==> src/rtl/cosx_host_pkg.sv <==
// Shared types for the cosx accelerator host sequencer.
// Request layout, FSM encoding and operand width.
package cosx_host_pkg;

  localparam int COSX_W = 16;

  typedef logic [1:0] state_t;

  localparam state_t ST_IDLE  = 2'd0;
  localparam state_t ST_ISSUE = 2'd1;
  localparam state_t ST_WAIT  = 2'd2;
  localparam state_t ST_HOLD  = 2'd3;

  typedef struct packed {
    logic [COSX_W-1:0] x;
    logic [COSX_W-1:0] y;
  } cosx_req_t;

endpackage

==> src/rtl/cosx_req_fifo.sv <==
// Show-ahead synchronous request FIFO for cosx_host.
// Full/empty come from the registered count only.
module cosx_req_fifo #(
  parameter int DEPTH = 4,
  parameter int WIDTH = 32
) (
  input  logic             clock,
  input  logic             reset,
  input  logic             push,
  input  logic             pop,
  input  logic [WIDTH-1:0] din,
  output logic [WIDTH-1:0] dout,
  output logic             full,
  output logic             empty
);

  localparam int PW = $clog2(DEPTH);
  localparam logic [PW:0] FULL_CNT = (PW+1)'(DEPTH);

  logic [WIDTH-1:0] mem_q [DEPTH];
  logic [PW-1:0]    wr_ptr_q, wr_ptr_d;
  logic [PW-1:0]    rd_ptr_q, rd_ptr_d;
  logic [PW:0]      count_q, count_d;
  logic             do_push, do_pop;

  assign full    = (count_q == FULL_CNT);
  assign empty   = (count_q == '0);
  assign do_push = push && !full;
  assign do_pop  = pop && !empty;
  assign dout    = mem_q[rd_ptr_q];

  always_comb begin
    wr_ptr_d = wr_ptr_q;
    rd_ptr_d = rd_ptr_q;
    count_d  = count_q;
    if (do_push) wr_ptr_d = wr_ptr_q + 1'b1;
    if (do_pop)  rd_ptr_d = rd_ptr_q + 1'b1;
    case ({do_push, do_pop})
      2'b10:   count_d = count_q + 1'b1;
      2'b01:   count_d = count_q - 1'b1;
      default: count_d = count_q;
    endcase
  end

  always_ff @(posedge clock) begin
    if (reset) begin
      wr_ptr_q <= '0;
      rd_ptr_q <= '0;
      count_q  <= '0;
    end else begin
      wr_ptr_q <= wr_ptr_d;
      rd_ptr_q <= rd_ptr_d;
      count_q  <= count_d;
    end
  end

  always_ff @(posedge clock) begin
    if (do_push) mem_q[wr_ptr_q] <= din;
  end

endmodule

==> src/rtl/cosx_host.sv <==
// Host-side sequencer for the cosx accelerator: buffers requests,
// runs the start/ready handshake and returns results in order.
module cosx_host
  import cosx_host_pkg::*;
#(
  parameter int DEPTH   = 4,
  parameter int TIMEOUT = 1024
) (
  input  logic              clock,
  input  logic              reset,
  input  logic              req_valid,
  output logic              req_ready,
  input  logic [COSX_W-1:0] req_x,
  input  logic [COSX_W-1:0] req_y,
  output logic              rsp_valid,
  input  logic              rsp_ready,
  output logic [COSX_W-1:0] rsp_cosx,
  output logic              rsp_timeout,
  output logic              acc_start,
  output logic [COSX_W-1:0] acc_x,
  output logic [COSX_W-1:0] acc_y,
  input  logic              acc_ready,
  input  logic [COSX_W-1:0] acc_cosx
);

  localparam int CW = $clog2(TIMEOUT);
  localparam logic [CW-1:0] CNT_LAST = CW'(TIMEOUT-1);

  state_t            state_q, state_d;
  logic [CW-1:0]     cnt_q, cnt_d, cnt_inc;
  logic              acc_ready_q;
  logic [COSX_W-1:0] acc_x_q, acc_x_d;
  logic [COSX_W-1:0] acc_y_q, acc_y_d;
  logic              rsp_valid_q, rsp_valid_d;
  logic [COSX_W-1:0] rsp_cosx_q, rsp_cosx_d;
  logic              rsp_timeout_q, rsp_timeout_d;

  cosx_req_t fifo_din, fifo_dout;
  logic      fifo_full, fifo_empty, fifo_pop;
  logic      acc_done;

  assign fifo_din = '{x: req_x, y: req_y};

  cosx_req_fifo #(
    .DEPTH (DEPTH),
    .WIDTH ($bits(cosx_req_t))
  ) u_fifo (
    .clock (clock),
    .reset (reset),
    .push  (req_valid),
    .pop   (fifo_pop),
    .din   (fifo_din),
    .dout  (fifo_dout),
    .full  (fifo_full),
    .empty (fifo_empty)
  );

  // Only a fresh 0->1 transition counts; a level left high is ignored.
  assign acc_done = !acc_ready_q && acc_ready;
  assign cnt_inc  = cnt_q + 1'b1;

  always_comb begin
    state_d       = state_q;
    cnt_d         = cnt_q;
    acc_x_d       = acc_x_q;
    acc_y_d       = acc_y_q;
    rsp_valid_d   = rsp_valid_q;
    rsp_cosx_d    = rsp_cosx_q;
    rsp_timeout_d = rsp_timeout_q;
    fifo_pop      = 1'b0;
    unique case (state_q)
      ST_IDLE: begin
        if (!fifo_empty) begin
          fifo_pop = 1'b1;
          acc_x_d  = fifo_dout.x;
          acc_y_d  = fifo_dout.y;
          state_d  = ST_ISSUE;
        end
      end
      ST_ISSUE: begin
        cnt_d   = '0;
        state_d = ST_WAIT;
      end
      ST_WAIT: begin
        cnt_d = cnt_inc;
        if (acc_done) begin
          rsp_cosx_d    = acc_cosx;
          rsp_timeout_d = 1'b0;
          rsp_valid_d   = 1'b1;
          state_d       = ST_HOLD;
        end else if (cnt_inc == CNT_LAST) begin
          rsp_cosx_d    = '0;
          rsp_timeout_d = 1'b1;
          rsp_valid_d   = 1'b1;
          state_d       = ST_HOLD;
        end
      end
      ST_HOLD: begin
        if (rsp_ready) begin
          rsp_valid_d = 1'b0;
          state_d     = ST_IDLE;
        end
      end
      default: state_d = ST_IDLE;
    endcase
  end

  always_ff @(posedge clock) begin
    if (reset) begin
      state_q       <= ST_IDLE;
      cnt_q         <= '0;
      acc_ready_q   <= 1'b0;
      acc_x_q       <= '0;
      acc_y_q       <= '0;
      rsp_valid_q   <= 1'b0;
      rsp_cosx_q    <= '0;
      rsp_timeout_q <= 1'b0;
    end else begin
      state_q       <= state_d;
      cnt_q         <= cnt_d;
      acc_ready_q   <= acc_ready;
      acc_x_q       <= acc_x_d;
      acc_y_q       <= acc_y_d;
      rsp_valid_q   <= rsp_valid_d;
      rsp_cosx_q    <= rsp_cosx_d;
      rsp_timeout_q <= rsp_timeout_d;
    end
  end

  assign req_ready   = !fifo_full;
  assign acc_start   = (state_q == ST_ISSUE);
  assign acc_x       = acc_x_q;
  assign acc_y       = acc_y_q;
  assign rsp_valid   = rsp_valid_q;
  assign rsp_cosx    = rsp_cosx_q;
  assign rsp_timeout = rsp_timeout_q;

endmodule

==> config.mk <==
export PLATFORM = sky130hd
export DESIGN_NAME = cosx_host
export DESIGN_NICKNAME = d
export VERILOG_FILES = /design/src/rtl/cosx_host_pkg.sv /design/src/rtl/cosx_req_fifo.sv /design/src/rtl/cosx_host.sv
export SDC_FILE = /design/constraint.sdc
export NUM_CORES = 1
export LEC_CHECK = 0
export BUFFER_PORTS_ARGS = -buffer_cell sky130_fd_sc_hd__buf_2
export CAP_MARGIN = 20
export CORE_MARGIN = 4
export CORE_UTILIZATION = 59
export CTS_BUF_LIST = sky130_fd_sc_hd__clkbuf_8
export DETAILED_ROUTE_END_ITERATION = 8
export PLACE_DENSITY_LB_ADDON = 0.2
export SYNTH_ARGS = -nofsm -noshare
export SYNTH_HDL_FRONTEND = slang
export SYNTH_SLANG_ARGS = --single-unit
==> constraint.sdc <==
create_clock -name clock -period 3.1 [get_ports clock]
set_clock_uncertainty 0.2 [all_clocks]
set_input_delay 0.31 -clock clock [delete_from_list [all_inputs] [get_ports clock]]
set_output_delay 0.31 -clock clock [all_outputs]
set_load 0.01 [all_outputs]
==> run summary, run 1 <==
Die area - 0.0146 mm²
Final Max Slew Viols - 0
Min-delay src - req_valid
Crit path max fanout - 6
Die span in y - 121 µm
Setup TNS - 0 ns
FF+latch area - 0.00525 mm²
DR vias/cell - 5.48
RSZ-0062 raised after global routing - no
# DRC - 0
FP Rows - 40
Vias in the first global route - 4721
Fraction of layout cells with a size suffix above 1 - 26.9%
Req. time, crit path - 3.29 ns
Post-DP HPWL - 8420 µm
Fin crit period - 2.46 ns
Worst slew pin tran - 0.929 ns
Final WL - 15000 µm
Critical path arrival - 2.65 ns
WP buf/inv - 3
Leading cell types by total area after synthesis - edfxtp_1 (51%), dfxtp_1 (19%), mux4_2 (9.6%)
Routability cong. - 0.777
Initial DRC Count - 364
Post-synthesis mux area share - 9.91%
Area grow syn2layout - 21.5%
Peak Freq - 0.406 GHz
Core area - 0.0122 mm²
GR Overflow Total - 0
Most frequent CP cell - inv_1
ANT cells - 0
Crit. path cell count - 10
Post-synthesis register bit count - 198
Power Density - 775 mW/mm²
CTS Buffer Depth - 2
Post-Synth Simple-Gate Area - 8.04%
Nets@finish - 730
Final Cycle Share - 79.4%
Yosys top cell area share - 51.4%
Adder-Cell Fraction of Synth Area - 2.27%
TritonRoute pass-1 iters - 5
GR Util All Layers - 21.9%
Slowest cell delay on critical path - 0.37 ns
Worst slew margin - 38.1%
First-pass GRT wire length - 24400 µm
CP startpoint - u_fifo.count_q[1]
Die Wd - 121 µm
Max-cap violations - 0
Clock latency on the worst-skew pair - 0.46 ns
Initial Util - 61.3%
# fillers - 813
Final ANT Viol Nets - 0
Worst Hold Class - in -> reg
Top-level port count - 105
CTS HTree Levels - 4
Area of the multi-input gates - 0.00207 mm²
Final hold violations - 0
Setup crit end kind - flip-flop
Critical setup path kind - reg -> reg
Initial antenna violation count - 0
Max IR drop VDD - 0.452 mV
R2R setup slack - 0.64 ns
Clock slew seen by the registers of the worst setup and hold paths - 0.09 ns
Port bufs - 104
Worst path slowest cell - fa_1
CP Cell Sequence - inv_1 > nand3_1 > and2_1 > inv_1 > ha_1 > inv_1 > fa_1 > xor2_1 > or3_1 > a21oi_1
Compound-cell area share of the yosys netlist - 6.59%
Syn_nets - 577
CTS tree - built
Hold Path Depth - 4
# resized after CTS - 0
Delay-heaviest family, CP - simple AND/OR/NAND/NOR gates
Clk root buf - clkbuf_8
DR WL/cell - 17.8 µm
TritonCTS Buffers - 17
Total Power - 7.05 mW
Avg Synthesized Cell Area - 14.6 µm²
R2r worst-path depth - 10
Reg2reg start - u_fifo.count_q[1]
Synth cell types - 41
Setup-failing EPs final - 0
Synth warn - 0
Mapped Area - 0.00748 mm²
Part of the Yosys area used for sequential elements - 70.1%
XOR/XNOR Fraction of Synth Area - 0.802%
CP startpoint kind - flip-flop
Synth area leader - edfxtp_1
Largest family of logic cells by synthesized area - multiplexers
Lkg Pwr - 3.35 nW
Outcome - finished, final reports clean
Post-synthesis instance total - 511
CTS Sinks - 198
Number of vias in the routed layout - 4630
Largest net degree at the start of global routing - 35
[timing repair]
item | CTS | global route
hold endpoints to repair | 147 | 0
endpoints found under the setup margin | 0 | 0
hold buffers | 50 | 0
setup buffers | 0 | 0
[worst paths after layout]
| path | to |
|---|---|
| worst max register to register | u_fifo.count_q[2] |
| worst max-delay path | u_fifo.count_q[2] |
| worst min-delay path | u_fifo.wr_ptr_q[1] |
| worst min register to register | acc_x[6] |
[worst min-delay path, cell delays in order]
cell and delay, ns:
buf_2 0.12, and2_1 0.17, nand2_1 0.07, a21oi_1 0.05
[per-stage QoR]
stage | cell area [µm²] | hold WS (ns) | setup slack, ns | std cells | util [%]
floorplan | 7480 | 0.209 | 0.445 | 511 | -
global placement | 8180 | 0.240 | 0.810 | 763 | 67.0
detailed placement | 8180 | 0.243 | 0.687 | 763 | 67.0
CTS | 9090 | 0.0762 | 0.662 | 845 | 74.5
global route | 9090 | 0.137 | 0.495 | 845 | 74.5
finish | 9090 | 0.105 | 0.639 | 845 | 74.5
[final cells by class]
class	count	share of cell area [%]
repair buffers	162	12.0
clock inverters	14	1.84
inverters	14	0.578
flip-flops and latches	198	57.7
well taps	168	2.31
clock buffers	18	2.72
multi-input cells	271	22.8
[power by group]
part / internal (mW) / switching, mW
combinational: 0.779 / 1.09
clock: 0.879 / 0.818
sequential: 3.25 / 0.226
[per-layer routing]
layer | routed length, µm | GRT usage, % | part of all wire, % | up-vias
met2 | 7710 | 37.5 | 51 | 178
met3 | 969 | 4.58 | 6.4 | 20
met4 | 231 | 7.86 | 1.5 | 0
li1 | - | - | - | 2181
met5 | 0 | 0 | 0 | -
met1 | 6130 | 27.9 | 41 | 2251
[cells by family after synthesis]
group / after synthesis
flops: 198
xor+xnor: 6
mux: 34
fa+ha+maj: 13
buf+inv: 42
simple gates: 142
compound gates: 76
[sequential cells by signal, indices dropped and copies added (netlist names)]
register,cells
u_fifo.rd_ptr_q,2
u_fifo.mem_q,128
rsp_timeout,1
cnt_q,10
rsp_cosx,16
acc_ready_q,1
state_q,2
u_fifo.wr_ptr_q,2
acc_y,16
acc_x,16
rsp_valid,1
u_fifo.count_q,3
[cells in the mapped netlist]
cell type and number:
a31oi_1 1, mux2_2 1, a21oi_1 47, nor2b_1 2, nand2_1 90, a221oi_1 1, o21ai_0 4, edfxtp_1 128
nand2b_1 4, fa_1 1, mux2i_1 1, o21ai_1 1, buf_4 1, ha_1 12, a32oi_1 1, nor3_1 8
and3_1 5, nor2_1 19, a311oi_1 2, or3_1 1, xor2_2 1, nand4_1 2, nand3_1 5, xor2_1 3
inv_1 13, buf_2 3, clkbuf_1 22, buf_6 1, o31ai_1 1, a22o_1 16, buf_1 1, nor4_1 2
dfxtp_1 70, or2_2 1, xnor2_1 2, mux4_2 32, clkinv_1 1, a21oi_4 1, nand4b_1 1, and2_1 2
o41ai_4 1
[layout by cell type, fill, tap and decap left out, drive strengths merged, types with 4 or more instances in the layout]
cell type / count
edfxtp: 128
buf: 112
nand2: 90
dfxtp: 70
dlygate4sd3: 50
a21oi: 48
mux4: 32
nor2: 19
clkbuf: 18
inv: 17
a22o: 16
ha: 12
nor3: 8
nand3: 5
and3: 5
o21ai: 5
clkinv: 5
bufinv: 4
nand2b: 4
xor2: 4
Note: power is estimated with default switching activity, not from simulation.
==> inputs of run 2 (changes only) <==
--- a/config.mk
+++ b/config.mk
@@ -8,7 +8,7 @@
 export BUFFER_PORTS_ARGS = -buffer_cell sky130_fd_sc_hd__buf_2
 export CAP_MARGIN = 20
 export CORE_MARGIN = 4
-export CORE_UTILIZATION = 59
+export CORE_UTILIZATION = 53
 export CTS_BUF_LIST = sky130_fd_sc_hd__clkbuf_8
 export DETAILED_ROUTE_END_ITERATION = 8
 export PLACE_DENSITY_LB_ADDON = 0.2
==> constraint.sdc (replaced) <==
create_clock -name clock -period 2 [get_ports clock]
set_clock_uncertainty 0.2 [all_clocks]
set_input_delay 0.2 -clock clock [delete_from_list [all_inputs] [get_ports clock]]
set_output_delay 0.2 -clock clock [all_outputs]
set_load 0.01 [all_outputs]
==> run 2 against run 1 <==
The run now ends with setup timing left. Flip-flop and latch count stayed put. Non-clock buffer count up 45. Via count up 3.7%. Clock power increased by 51%. Critical path depth did not move. First-iteration DRC count is 24% lower. Register-to-register slack got worse by 0.81 ns. Global-route usage shrank 1.8 points. Sequential power increased by 54%. Die area is 11% higher. Count of clock-buffer cells in the layout decreased by 1. Largest cell class unchanged. Largest power group unchanged. Highest routed layer unchanged.
==> run summary, run 2 (same netlist as run 1, synthesis figures left out) <==
Routability cong. - 0.819
Worst Hold Class - in -> reg
CTS HTree Levels - 4
First-pass GRT wire length - 25100 µm
Design area - 0.00964 mm²
Outcome - complete, but fails checks
Port bufs - 104
Max reg flops - 128
# DRC - 0
Fin worst setup slack - -0.166 ns
DR vias/cell - 5.32
Clk root buf - clkbuf_8
Area grow syn2layout - 28.9%
Pre-CTS WS - -0.206 ns
Crit path max fanout - 3
GR Overflow Total - 0
Commonest non-fill, non-tap cell in the layout - edfxtp_1
Vias in the first global route - 5022
Top-level port count - 105
Nets@finish - 776
Fin crit period - 2.17 ns
Final Max Slew Viols - 0
Lkg Pwr - 3.63 nW
Post-layout util - 69.5%
Peak Freq - 0.462 GHz
DR WL/cell - 17.3 µm
Worst hold slack - 0.100 ns
Total Power - 11.5 mW
Die area - 0.0161 mm²
TritonRoute pass-1 iters - 4
CP startpoint kind - flip-flop
GR Util All Layers - 20.2%
# fillers - 965
Power Density - 1190 mW/mm²
Core area - 0.0139 mm²
Setup-failing EPs final - 20
Worst slew margin - 69.6%
Most frequent cells in the layout - edfxtp_1 (128), buf_2 (104), nand2_1 (89)
Worst slew pin tran - 0.456 ns
Final ANT Viol Nets - 0
ANT cells - 0
Final Cycle Share - 108%
Fraction of layout cells with a size suffix above 1 - 36.7%
Post-DP Area - 0.00859 mm²
FP Rows - 43
CTS tree - built
Setup crit end kind - flip-flop
Setup TNS - -2.89 ns
TritonCTS Buffers - 17
RSZ-0062 raised after global routing - yes
CTS Buffer Depth - 2
Max IR drop VDD - 0.736 mV
Final WL - 15600 µm
Die span in y - 127 µm
Initial DRC Count - 275
CTS Sinks - 198
Die Wd - 127 µm
Number of vias in the routed layout - 4800
Final hold violations - 0
Initial antenna violation count - 0
Clock slew seen by the registers of the worst setup and hold paths - 0.10 ns
Clock latency on the worst-skew pair - 0.46 ns
Initial Util - 53.9%
Critical path arrival - 2.35 ns
Non-Filler Instances - 903
Critical setup path kind - reg -> reg
Placed cells - 812
Largest net degree at the start of global routing - 35
Failing checks - setup timing
Max-cap violations - 0
Reg with most FFs - u_fifo.mem_q
Req. time, crit path - 2.19 ns
Post-DP HPWL - 9440 µm
## run 2: cell types whose count changed in the layout (fill, tap and decap cells not counted), sizes merged
cell    before  now
a21oi       48   49
inv         17   20
clkbuf      18   17
bufinv       4    2
buf        112  157
## run 2: cell type report
type	count	area, µm²	area share [%]
clock buffers	17	234	2.43
clock inverters	15	171	1.78
inverters	14	70.1	0.727
multi-input cells	272	2220	23.0
flip-flops and latches	198	5270	54.6
well taps	180	225	2.34
repair buffers	207	1460	15.1
## run 2: final timing paths
kind	startpoint	end	slack [ns]	depth (start not counted)
max	u_fifo.count_q[1]	u_fifo.count_q[2]	-0.17	10
min	reset	cnt_q[9]	0.10	3
max reg2reg	u_fifo.count_q[1]	u_fifo.count_q[2]	-0.17	10
min reg2reg	acc_x[6]	acc_x[6]	0.26	2
## run 2: report_power, final
group / switching (mW) / internal [mW]
registers: 0.302 / 5.04
clock network: 1.41 / 1.15
logic: 1.96 / 1.61
total: 3.67 / 7.80
## run 2: repair_timing
action / in CTS / in global routing
setup buffers: 2 / 6
endpoints found under the setup margin: 21 / 22
hold buffers: 50 / 0
pin swaps: 1 / 16
hold endpoints to repair: 148 / 0
gates cloned: 1 / 0
gates resized for setup: 13 / 12
## run 2: layer usage
layer,vias to the layer above,GRT usage (%),routed length (µm)
li1,2288,-,-
met1,2385,23.8,6530
met3,17,4.84,687
met4,0,6.25,249
met5,-,0,0
met2,110,36.5,8140
## run 2: critical path: stages (launching register included)
cell	delay (ns)
dfxtp_4	0.37
inv_2	0.06
nand3_2	0.08
and2_4	0.18
inv_4	0.06
ha_4	0.13
inv_2	0.04
fa_2	0.35
xor2_1	0.17
or3_1	0.33
a21oi_1	0.12
